==> config.mk <==
export PLATFORM = sky130hd
export DESIGN_NAME = speck_adder_arbiter
export DESIGN_NICKNAME = d
export VERILOG_FILES = /design/src/rtl/speck_adder_arbiter.sv
export SDC_FILE = /design/constraint.sdc
export NUM_CORES = 1
export LEC_CHECK = 0
export BUFFER_PORTS_ARGS = -buffer_cell sky130_fd_sc_hd__buf_4
export CAP_MARGIN = 10
export CORE_MARGIN = 2
export CORE_UTILIZATION = 50
export CTS_CLUSTER_DIAMETER = 60
export DETAILED_ROUTE_END_ITERATION = 8
export PLACE_DENSITY = 0.83
export REMOVE_ABC_BUFFERS = 1
export SYNTH_ARGS = -nofsm -noshare
export SYNTH_HDL_FRONTEND = slang
export SYNTH_SLANG_ARGS = --single-unit
==> constraint.sdc <==
create_clock -name trigger -period 11.05 [get_ports trigger]
set_input_delay 2.21 -clock trigger [delete_from_list [all_inputs] [get_ports trigger]]
set_output_delay 2.21 -clock trigger [all_outputs]
set_load 0.005 [all_outputs]
==> src/rtl/speck_adder_arbiter.sv <==
// One WIDTH-bit modular adder shared by two requesters under round-robin arbitration.
// Each accepted operation (a+b or a+1) lands in a single registered result slot with backpressure.
module speck_adder_arbiter #(
  parameter int WIDTH = 32
) (
  input  logic             trigger,
  input  logic             rst_n,
  input  logic             req0_valid,
  output logic             req0_ready,
  input  logic [WIDTH-1:0] req0_a,
  input  logic [WIDTH-1:0] req0_b,
  input  logic             req0_inc,
  input  logic             req1_valid,
  output logic             req1_ready,
  input  logic [WIDTH-1:0] req1_a,
  input  logic [WIDTH-1:0] req1_b,
  input  logic             req1_inc,
  output logic             rsp_valid,
  input  logic             rsp_ready,
  output logic             rsp_id,
  output logic [WIDTH-1:0] rsp_data,
  output logic             rsp_carry
);

  localparam logic [WIDTH-1:0] ONE = {{(WIDTH-1){1'b0}}, 1'b1};

  logic             last_id;
  logic             slot_free;
  logic             accept0;
  logic             accept1;
  logic [WIDTH-1:0] op_a;
  logic [WIDTH-1:0] op_b;
  logic             op_inc;
  logic [WIDTH:0]   sum;

  assign slot_free = !rsp_valid || rsp_ready;

  // On a tie the requester that did not win last time is granted; rst_n gates both readys.
  assign req0_ready = rst_n && slot_free && req0_valid && (!req1_valid || last_id);
  assign req1_ready = rst_n && slot_free && req1_valid && (!req0_valid || !last_id);

  assign accept0 = req0_valid && req0_ready;
  assign accept1 = req1_valid && req1_ready;

  always_comb begin
    op_a   = req0_a;
    op_b   = req0_b;
    op_inc = req0_inc;
    if (accept1) begin
      op_a   = req1_a;
      op_b   = req1_b;
      op_inc = req1_inc;
    end
  end

  assign sum = {1'b0, op_a} + {1'b0, (op_inc ? ONE : op_b)};

  // Payload registers keep their value on a plain drain; only rsp_valid drops.
  always_ff @(posedge trigger or negedge rst_n) begin
    if (!rst_n) begin
      rsp_valid <= 1'b0;
      rsp_data  <= '0;
      rsp_id    <= 1'b0;
      rsp_carry <= 1'b0;
      last_id   <= 1'b1;
    end else if (accept0 || accept1) begin
      rsp_valid <= 1'b1;
      rsp_data  <= sum[WIDTH-1:0];
      rsp_carry <= sum[WIDTH];
      rsp_id    <= accept1;
      last_id   <= accept1;
    end else if (rsp_ready) begin
      rsp_valid <= 1'b0;
    end
  end

endmodule

# Word-level counts from Yosys, hierarchy flattened

Cells that the tools add are included.

Register bits after elaboration: 36
Logic and storage cells: 28

Multiplexer cells: 6
Reductions and logical operators: 16
Add/sub/neg operators: 1

Operators with widths:

| kind                    | number |
|---|---|
| 2-to-1 mux 32 bit       | 3 |
| adder 32 x 32 -> 33 bit | 1 |
| logical AND 1 bit       | 7 |
| zero test 1 bit         | 4 |
| logical OR 1 bit        | 4 |
| 2-to-1 mux 1 bit        | 3 |
| nonzero test 2 bit      | 1 |

# Depth between registers and ports, before layout

Depth in word-level cells: 9
Mapped depth: 18
Mapped depth without buffers: 17

# Worst setup path after synthesis

Ideal clock, no wire load.

Kind: input -> register
From: input rsp_ready
To: register rsp_data[28]
Arrival time: 5.438 ns
Path buffers: 2
Setup slack: 5.544 ns
Data required time: 10.981 ns
Stages on the path: 18
Path through: nand2b_1 -> and2_1 -> nand3_1 -> inv_1 -> clkbuf_1 -> buf_1 -> nand2_1 -> nand2_1 -> ha_1 -> fa_1 -> a21o_4 -> a311oi_2 -> or4_1 -> nand3_2 -> a21oi_4 -> o31ai_4 -> a2111o_1 -> nand3_1

Cells in the longest elaborated chain, start to end: 8

RTL lines:

| element                                                      | RTL line | source |
|---|---|---|
| from (decl)                                                  | 19       | `input logic rsp_ready,` |
| logical OR 1 bit (*)                                         | 36       | `assign slot_free = !rsp_valid \|\| rsp_ready;` |
| logical AND 1 bit (*) (3 in series)                          | 40       | `assign req1_ready = rst_n && slot_free && req1_valid && (!req0_valid \|\| !last_id);` |
| net req1_ready                                               | 14       | `output logic req1_ready,` |
| logical AND 1 bit (*)                                        | 43       | `assign accept1 = req1_valid && req1_ready;` |
| 2-to-1 mux 32 bit / 2-to-1 mux 1 bit (equally long branches) | 49       | `if (accept1) begin` |
| 2-to-1 mux 32 bit                                            | 56       | `assign sum = {1'b0, op_a} + {1'b0, (op_inc ? ONE : op_b)};` |
| adder 32 x 32 -> 33 bit                                      | 56       |  |
| to (signal assigned)                                         | 68       | `rsp_data <= sum[WIDTH-1:0];` |
| to (decl)                                                    | 21       | `output logic [WIDTH-1:0] rsp_data,` |

The timed path passes the listed nets; every way through them passes the cells marked *.
A chain may end at the register's enable or synchronous reset.

# Worst setup path after layout

From: input rst_n
To: output req1_ready

Cells in the longest elaborated chain, start to end: 3

RTL lines:

| element                         | RTL line | source |
|---|---|---|
| from (decl)                     | 7        | `input logic rst_n,` |
| logical AND 1 bit (3 in series) | 40       |  |
| to (decl)                       | 14       |  |

Every way passes these cells.

==> results.cfg <==
[run_status]
status = finished, final reports clean

[yosys]
yosysSeqAreaShare_pct = 22.3
netlist_area_um2 = 4040
yosysWarnings = 0
synthFlopType = dfrtp_1
syn_area_per_cell_um2 = 6.68
syn-instance-count = 605
synthTopCellsByArea = dfrtp_1 (22%), nand2_1 (21%), ha_1 (9.9%)
synth.distinct_cells = 56
async_flop_share_pct = 100
synth-edff-count = 0
yosysTopAreaCellShare_pct = 21.7
synth_top_cell_by_area = dfrtp_1
synth-seq-cells = 36

[cells_and_area]
final_cell_mix = nand2_1 (223), buf_4 (175), a21oi_1 (68), dfrtp_1 (35), ha_1 (32)
finalInstanceArea_um2 = 5440
syn_to_final_growth_pct = 34.5
drive_gt1_share_pct = 26.4
antennaDiodeCount = 0
nNetsFinal = 918
layout_commonest_cell = nand2_1

[timing]
finalHoldViolCount = 0
rsz0062_at_grt = no
fin_skew_ns = 0.00705
max_freq_mhz = 148
worst_pin_slew_ns = 0.706
max_slew_margin_pct = 52.9
fin_setup_tns_ns = 0
min_period_ns = 6.76
fin_crit_sh_pct = 61.2
setup_ws_ns = 4.29
setup_viol_count_final = 0
slew_violations = 0
fin_hold_ws_ns = 0.474

[detailed_routing]
vias = 4751
ant_nets = 0
vias_per_cell = 5.57
drt-initial-drc-count = 205
wl_mm = 12.2
route.detailed.drc = 0
wire_per_inst_um = 14.3
dr.pass1.iters = 5

[floorplan]
die_x_um = 93.9
core_um2 = 7770
die_area_um2 = 8820
initial_utilization_pct = 52.0
row_count = 32
die_h_um = 93.9
io_pins = 172

[worst_setup_path]
endpoint_kind = output pin
crit_type = primary input to output pin
cp_max_fo = 65
cpMostUsedCell = buf_4
critPathSlowestCell = nand3_2
worstPathRequired_ns = 8.84
arrival_ns = 4.55
cp_num_buf_inv = 4
timing.critical_path.max_delay_family = buffers and inverters
cpPeakStageDelay_ns = 0.59
cp_cell_sequence = buf_4, and2_1, nand3_2, inv_2, buf_4, buf_4
critPathLaunchType = primary input

[clocking]
root_buffer = clkbuf_8
cts_buffers = 5
cts-htree-levels = 2
ctsResizeCount = 0
clk_latency_ns = 0.29
clkSinkCount = 36
postCtsHoldBufs = 0
cts_buffer_depth = 2
post_cts_buffers = 0
clkTransAtPathRegs_ns = 0.08
cts_tree = done

[placed_design]
pre_cts_ws_ns = 4.19
gp_congestion = 0.870
io_buffers = 171
post_dp_cell_area_um2 = 5330
hpwlAfterDp_mm = 9.57

[grt]
grt_first_pass_wirelength_mm = 20.2
antenna_found_initial = 0
first_global_vias = 4485
grt_max_degree = 66
grt_usage_pct = 27.5
overflow = 0

[run]
drv_cap = 0

[min_path]
hold_class = register to register

[power_and_ir_drop]
leakage_nw = 2.81
peakVddDrop_uv = 57.9
finalPower_mw = 0.701
power-per-cell-area_nw_per_um2 = 129
state kept, by name, summed over array words and instances (netlist names):
register,cells
rsp_valid,1
rsp_carry,1
last_id,1
rsp_id,1
rsp_data,32
Yosys cell counts, types with 2 or more instances:
library cell,instances
nand2_1,223
a21oi_1,68
dfrtp_1,35
ha_1,32
nor2_1,27
o21ai_0,25
clkbuf_1,22
nand3_1,18
xnor2_1,13
o21ai_1,12
xor2_1,12
and3_1,9
inv_1,8
nand4_1,8
a21o_1,7
buf_2,7
nor3_1,6
o21bai_1,6
a31oi_1,5
buf_1,5
o211ai_1,5
nand2b_1,4
or4_1,4
buf_6,3
nand3b_1,3
o21a_1,3
a2111o_1,2
a211oi_1,2
a221o_1,2
and2_1,2
o22ai_1,2
layer usage:
layer | GRT usage (%) | share of wire, % | vias to the layer above
li1 | - | - | 2368
met1 | 37.8 | 45 | 2198
met2 | 46.7 | 48 | 168
met3 | 3.05 | 5.6 | 17
met4 | 5.68 | 1.4 | 0
met5 | 0 | 0 | -
cell type report:
type	instances	area [um^2]
inverters	8	30.0
well taps	102	128
clock inverters	2	35.0
flip-flops and latches	36	902
clock buffers	6	72.6
multi-input cells	524	2960
repair buffers	175	1310
fillers	681	2330
power by group:
group          total [mW]  leakage (nW)  internal (mW)  switching, mW
registers           0.202         0.441          0.174         0.0275
logic               0.384          2.31          0.183          0.201
clock network       0.116        0.0552         0.0670         0.0487
total               0.701          2.81          0.424          0.277
cells by family after synthesis:
| kind of cell | share of synthesized area (%) |
|---|---|
| simple gates | 32.6 |
| mux | 0.526 |
| compound gates | 23.8 |
| buf+inv | 4.95 |
| xor+xnor | 5.42 |
| flops | 22.3 |
| fa+ha+maj | 10.4 |
stage by stage:
step,utilization (%),cells
2_1_floorplan,-,568
3_3_place_gp,68.6,845
3_5_place_dp,68.6,845
4_1_cts,70.0,853
5_1_grt,70.0,853
6_report,70.0,853
worst min-delay path, cell delays in order, from the launching register on:
cell,delay (ns)
dfstp_2,0.38
nand2_1,0.05
nand2_1,0.05
worst paths after layout:
path | start | endpoint | slack [ns] | depth (start not counted)
setup / recovery | rst_n | req1_ready | 4.29 | 6
hold / removal | last_id | last_id | 0.47 | 2
setup reg to reg | rsp_valid | rsp_data[28] | 6.43 | 17
hold reg to reg | last_id | last_id | 0.47 | 2
max in group asynchronous | rst_n | last_id | 8.83 | 1
min in group asynchronous | rst_n | rsp_data[27] | 1.87 | 1
(Power assumes the default switching activity.)
